## config.mk

```make
export PLATFORM = sky130hd
export DESIGN_NAME = mux_sel_arbiter
export DESIGN_NICKNAME = d
export VERILOG_FILES = /design/src/rtl/mux_sel_arbiter.sv
export SDC_FILE = /design/constraint.sdc
export NUM_CORES = 1
export LEC_CHECK = 0
export ABC_AREA = 0
export CELL_PAD_IN_SITES_DETAIL_PLACEMENT = 0
export CELL_PAD_IN_SITES_GLOBAL_PLACEMENT = 1
export CORE_UTILIZATION = 31
export CTS_BUF_LIST = sky130_fd_sc_hd__clkbuf_4 sky130_fd_sc_hd__clkbuf_8
export CTS_CLUSTER_DIAMETER = 80
export DETAILED_ROUTE_END_ITERATION = 10
export GPL_TIMING_DRIVEN = 0
export PLACE_DENSITY_LB_ADDON = 0.1
export SLEW_MARGIN = 15
export SYNTH_ARGS = -nofsm -noshare
export SYNTH_HDL_FRONTEND = slang
export SYNTH_SLANG_ARGS = --single-unit
```

## constraint.sdc

```tcl
create_clock -name clk -period 2.1 [get_ports clk]
set_input_delay 0.63 -clock clk [delete_from_list [all_inputs] [get_ports clk]]
set_output_delay 0.63 -clock clk [all_outputs]
set_load 0.02 [all_outputs]
```

## src/rtl/mux_sel_arbiter.sv

```systemverilog
`default_nettype none
// ============================================================================
//  Module      : mux_sel_arbiter
//  Description : Two-channel round-robin arbiter placed directly upstream of
//                a 2:1 mux. Produces the registered mux select (0 = channel 1,
//                1 = channel 2) and forwards the granted channel's beats
//                through a registered valid/ready output stage. A burst limit
//                bounds how many consecutive beats one channel may take while
//                the other channel is requesting.
//  Ports       : clk      - clock, all state on rising edge
//                rst_n    - asynchronous active-low reset
//                d1/v1/r1 - channel 1 data / valid / ready
//                d2/v2/r2 - channel 2 data / valid / ready
//                sel      - registered mux select / current grant
//                y        - registered output data
//                y_ch     - source channel of y (0 = ch1, 1 = ch2)
//                y_valid  - output valid
//                y_ready  - downstream ready
//  Revision    : 1.0 - initial release
// ============================================================================
module mux_sel_arbiter #(
    parameter int WIDTH     = 8,
    parameter int MAX_BURST = 4
) (
    input  logic             clk,
    input  logic             rst_n,
    input  logic [WIDTH-1:0] d1,
    input  logic             v1,
    output logic             r1,
    input  logic [WIDTH-1:0] d2,
    input  logic             v2,
    output logic             r2,
    output logic             sel,
    output logic [WIDTH-1:0] y,
    output logic             y_ch,
    output logic             y_valid,
    input  logic             y_ready
);

    // Counter only has to reach MAX_BURST, so this width never overflows
    // on the increment used below.
    localparam int               CNT_W   = $clog2(MAX_BURST + 1);
    localparam logic [CNT_W-1:0] CNT_MAX = CNT_W'(MAX_BURST);

    typedef enum logic [1:0] {
        IDLE = 2'd0,
        G1   = 2'd1,
        G2   = 2'd2
    } state_t;

    // ------------------------------------------------------------------
    // State
    // ------------------------------------------------------------------
    state_t             state_q,     state_d;
    logic [CNT_W-1:0]   burst_cnt_q, burst_cnt_d;
    logic               last_q,      last_d;     // 0 = ch1 served last, 1 = ch2
    logic               sel_q,       sel_d;
    logic [WIDTH-1:0]   y_q,         y_d;
    logic               y_ch_q,      y_ch_d;
    logic               y_valid_q,   y_valid_d;

    // ------------------------------------------------------------------
    // Handshake
    // ------------------------------------------------------------------
    logic               w_can_load;
    logic               w_xfer1;
    logic               w_xfer2;
    logic [CNT_W-1:0]   w_cnt_inc;

    // Output register can take a beat when empty or being drained this edge.
    assign w_can_load = !y_valid_q || y_ready;

    // Ready depends only on state and the output stage, never on v1/v2.
    assign r1 = (state_q == G1) && w_can_load;
    assign r2 = (state_q == G2) && w_can_load;

    assign w_xfer1   = v1 && r1;
    assign w_xfer2   = v2 && r2;
    assign w_cnt_inc = burst_cnt_q + 1'b1;

    // ------------------------------------------------------------------
    // Grant FSM: next-state, burst counter and round-robin history
    // ------------------------------------------------------------------
    always_comb begin
        state_d     = state_q;
        burst_cnt_d = burst_cnt_q;
        last_d      = last_q;

        case (state_q)
            IDLE: begin
                // No beats are accepted here; the grant takes effect next cycle.
                if (v1 && v2) begin
                    state_d = last_q ? G1 : G2;
                end else if (v1) begin
                    state_d = G1;
                end else if (v2) begin
                    state_d = G2;
                end
            end

            G1: begin
                if (w_xfer1) begin
                    if (w_cnt_inc == CNT_MAX) begin
                        // Burst limit hit: hand over if ch2 waits, otherwise wrap.
                        burst_cnt_d = '0;
                        last_d      = 1'b0;
                        if (v2) begin
                            state_d = G2;
                        end
                    end else begin
                        burst_cnt_d = w_cnt_inc;
                    end
                end else if (!v1) begin
                    burst_cnt_d = '0;
                    last_d      = 1'b0;
                    state_d     = v2 ? G2 : IDLE;
                end
                // v1 held but blocked by the output stage: everything holds.
            end

            G2: begin
                if (w_xfer2) begin
                    if (w_cnt_inc == CNT_MAX) begin
                        burst_cnt_d = '0;
                        last_d      = 1'b1;
                        if (v1) begin
                            state_d = G1;
                        end
                    end else begin
                        burst_cnt_d = w_cnt_inc;
                    end
                end else if (!v2) begin
                    burst_cnt_d = '0;
                    last_d      = 1'b1;
                    state_d     = v1 ? G1 : IDLE;
                end
            end

            default: begin
                state_d     = IDLE;
                burst_cnt_d = '0;
            end
        endcase
    end

    // Select follows the grant being entered; it holds through IDLE so the
    // mux keeps pointing at the last served channel.
    always_comb begin
        sel_d = sel_q;
        case (state_d)
            G1:      sel_d = 1'b0;
            G2:      sel_d = 1'b1;
            default: sel_d = sel_q;
        endcase
    end

    // ------------------------------------------------------------------
    // Output stage
    // ------------------------------------------------------------------
    always_comb begin
        y_d       = y_q;
        y_ch_d    = y_ch_q;
        y_valid_d = y_valid_q;

        if (w_xfer1) begin
            y_d       = d1;
            y_ch_d    = 1'b0;
            y_valid_d = 1'b1;
        end else if (w_xfer2) begin
            y_d       = d2;
            y_ch_d    = 1'b1;
            y_valid_d = 1'b1;
        end else if (y_ready) begin
            y_valid_d = 1'b0;
        end
    end

    // ------------------------------------------------------------------
    // Registers
    // ------------------------------------------------------------------
    always_ff @(posedge clk or negedge rst_n) begin
        if (!rst_n) begin
            state_q     <= IDLE;
            burst_cnt_q <= '0;
            last_q      <= 1'b1;    // ch1 wins the first tie
            sel_q       <= 1'b0;
            y_q         <= '0;
            y_ch_q      <= 1'b0;
            y_valid_q   <= 1'b0;
        end else begin
            state_q     <= state_d;
            burst_cnt_q <= burst_cnt_d;
            last_q      <= last_d;
            sel_q       <= sel_d;
            y_q         <= y_d;
            y_ch_q      <= y_ch_d;
            y_valid_q   <= y_valid_d;
        end
    end

    assign sel     = sel_q;
    assign y       = y_q;
    assign y_ch    = y_ch_q;
    assign y_valid = y_valid_q;

endmodule
`default_nettype wire
```

==> impl_metrics.csv <==
group,metric,value,unit
status,run_status,"completed",
sta,fin_worst_skew,0.00456,ns
layout,syn2layout_area_growth,50.5,%
placement,place.detailed.hpwl,1890,µm
yosys,ys_seq_elements,17,
cts,h-tree-depth,1,
yosys,yosys.cell_types.count,36,
min_path,hold_class,"flip-flop to flip-flop",
layout,final_cell_mix,"28 x clkdlybuf4s50_1, 16 x dfrtp_1, 13 x nor2_1",
yosys,ys_seq_area_share,42.3,%
layout,antenna_cells,0,
cts,clk_latency,0.28,ns
setup_path,crit_path_end_kind,"output port",
floorplanning,rows,20,
yosys,synth.area.top_cells,"dfrtp_1 40%, ha_1 8.7%, nor2_1 4.8%, a21oi_1 4.5%, a222oi_1 4.0%",
yosys,avgSynthCellArea,9.42,µm²
power_and_ir_drop,irDropWorstVdd,595,µV
floorplanning,die_y,59.0,µm
floorplanning,coreArea,3080,µm²
sta,slew_viol_final,0,
placement,place_area,1380,µm²
global_routing,grt_pass1_vias,933,
yosys,yosysTopAreaCellShare,39.7,%
routing,drt_first_pass_iters,4,
run,drv_cap,0,
global_routing,grt_max_degree,18,
floorplanning,die_w,59.0,µm
placement,place_inst,183,
layout,nets,178,
cts,cts-hold-fix-buffers,0,
layout,final_common_cell,"clkdlybuf4s50_1",
setup_path,critPathArrivalTime,1.44,ns
cts,clockRootBuffer,"clkbuf_4",
global_routing,grt_antenna_before_repair,0,
cts,numCtsBuffers,3,
routing,viasPerCell,5.12,
yosys,yosys_warnings,0,
sta,finalWorstSetupSlack,0.0251,ns
setup_path,cp_slowest_cell,"dlygate4sd2_1",
setup_path,cp_max_fo,4,
global_routing,grt_pass1_wl,4370,µm
setup_path,startpoint_type,"input pin",
placement,gp_congestion,0.795,
sta,rsz0062_at_grt,"true",
setup_path,reg2reg_setup_slack,0.05,ns
setup_path,required,1.47,ns
yosys,synth.largest_area_cell,"dfrtp_1",
global_routing,grt_usage,16.9,%
setup_path,crit_top_cell,"buf_6",
setup_path,cpPeakStageDelay,0.25,ns
cts,clkSinkCount,17,
routing,drtIter0Drc,36,
placement,post-place-ws,-0.772,ns
setup_path,cp.depth,5,
power_and_ir_drop,power.density,1250,nW/µm²
layout,final-instance-count-excl-fill,193,
yosys,syn_inst,107,
setup_path,r2r_start,"burst_cnt_q[1]$_DFFE_PN0P_",
setup_path,path_buf_inv,3,
yosys,synth.net_count,135,
power_and_ir_drop,p_leak,0.661,nW
sta,fin_crit,2.07,ns
sta,hold_violations,0,
layout,stdcell_area,1520,µm²
global_routing,overflow,0,
setup_path,cp_top_family,"buffers and inverters",
setup_path,crit_chain,"dlygate4sd2_1 -> nand2b_4 -> buf_6 -> and2_1 -> buf_6",
sta,setup_viol,0,
floorplanning,io_pins,34,
setup_path,crit_end,"r2",
routing,drcViolationCount,0,
setup_path,crit_start,"y_ready",
floorplanning,dieArea,3490,µm²
routing,vias,989,
setup_path,r2r-end,"sel$_DFFE_PN0P_",
sta,max_slew_margin,44.7,%
yosys,syn_area,1010,µm²
floorplanning,floorplan.initialDensity,32.8,%
routing,ant_nets,0,
routing,wl,2670,µm
layout,drive_gt1_share,20.1,%
placement,port_buffers,32,
setup_path,worstSetupPathType,"input pin to output port",
cts,path_clk_slew,0.10,ns
sta,fmax,0.482,GHz
cts,cts_buffer_depth,2,
routing,wire_per_inst,13.8,µm
sta,worstMarginPinSlew,0.826,ns
setup_path,reg2reg_depth,7,
cts,cts_tree,"done",
sta,finalCritPeriodShare,98.8,%
metrics by stage:
stage	total power [mW]	util, %	hold slack, ns	TNS [ns]
detailed placement	1.61	45.0	0.475	-2.43
global route	2.05	49.3	0.517	-0.0277
floorplan	1.20	-	0.334	0
global placement	1.60	45.0	0.471	-2.30
finish	1.90	49.3	0.498	0
CTS	1.87	48.0	0.499	0
cell type report:
class                      instances  area, µm²
inverter                           7       26.3
multi-input combinational         80        581
clock buffer                       4       30.0
buffer                             3       33.8
fill                             298       1560
tap                               44       55.1
timing repair buffer              38        365
sequential                        17        427
cell usage after synthesis:
cell and count:
inv_1 7, a311oi_1 1, nor3b_1 1, a21oi_1 9, nor2_1 13, and2_1 3
dfstp_2 1, a22oi_1 3, mux2_2 1, nand3_1 1, nand4_1 1, a21o_1 1
a222oi_1 4, nor2b_1 1, a2bb2oi_1 1, o221ai_1 1, o32a_1 1, ha_1 7
nand2_1 8, a31oi_1 1, xor2_1 1, o21ai_0 4, a311o_1 1, and3_2 1
buf_2 1, dfrtp_1 16, o31ai_1 1, o21bai_1 1, buf_6 2, nor3_1 1
nand2b_2 1, or4b_1 1, o22ai_1 4, or2_1 1, o21a_1 1, nand2b_1 4
sequential cells by signal, summed over array words and instances, names as in the netlist:
signal and count:
state_q 2, y_ch 1, y_valid 1, sel 1
last_q 1, burst_cnt_q 3, y 8
worst min path at each step:
stage                           startpoint                         end  slack (ns)  depth (start not counted)
after global placement    y[6]$_DFFE_PN0P_            y[6]$_DFFE_PN0P_        0.47                          2
after detailed placement  y[0]$_DFFE_PN0P_            y[0]$_DFFE_PN0P_        0.47                          2
after CTS                 y[0]$_DFFE_PN0P_            y[0]$_DFFE_PN0P_        0.50                          2
after floorplan                      rst_n  burst_cnt_q[0]$_DFFE_PN0P_        0.33                          0
final                     y[0]$_DFFE_PN0P_            y[0]$_DFFE_PN0P_        0.50                          2
after global routing      y[6]$_DFFE_PN0P_            y[6]$_DFFE_PN0P_        0.52                          2
cells by family (layout without fill, tap and decap cells):
logic type               after synthesis  count (layout)  share of synthesized area [%]
buffers and inverters                 10              52                           5.33
AO/OA/AOI/OAI                         34              34                           23.3
AND/OR/NAND/NOR                       37              37                           18.4
multiplexers                           1               1                           1.12
XOR/XNOR                               1               1                          0.869
flip-flops                            17              17                           42.3
adder cells (fa/ha/maj)                7               7                           8.68
metal layers:
layer	part of all wire [%]	global-route usage (%)	wire length, µm
met5	0	0	0
met4	1.3	8.50	36
met3	4.2	3.28	113
met2	49	26.9	1300
met1	46	21.8	1220
power breakdown:
group,internal [mW],leakage [nW],switching (mW),total [mW]
clock,0.0866,0.0184,0.0993,0.186
sequential,0.472,0.209,0.0890,0.561
combinational,0.554,0.434,0.596,1.15
tightest hold or removal path, cell delays in order (launching register included):
cell      delay (ns)
dfrtp_1         0.36
a222oi_1        0.06
inv_1           0.06
what timing repair did:
action | CTS | global route
resized for setup | 20 | 10
pin swaps | 1 | 3
endpoints found under the setup margin | 3 | 3
buffers inserted | 5 | 1
cloned | 0 | 0
No activity file was read; power rests on OpenSTA's default activity.
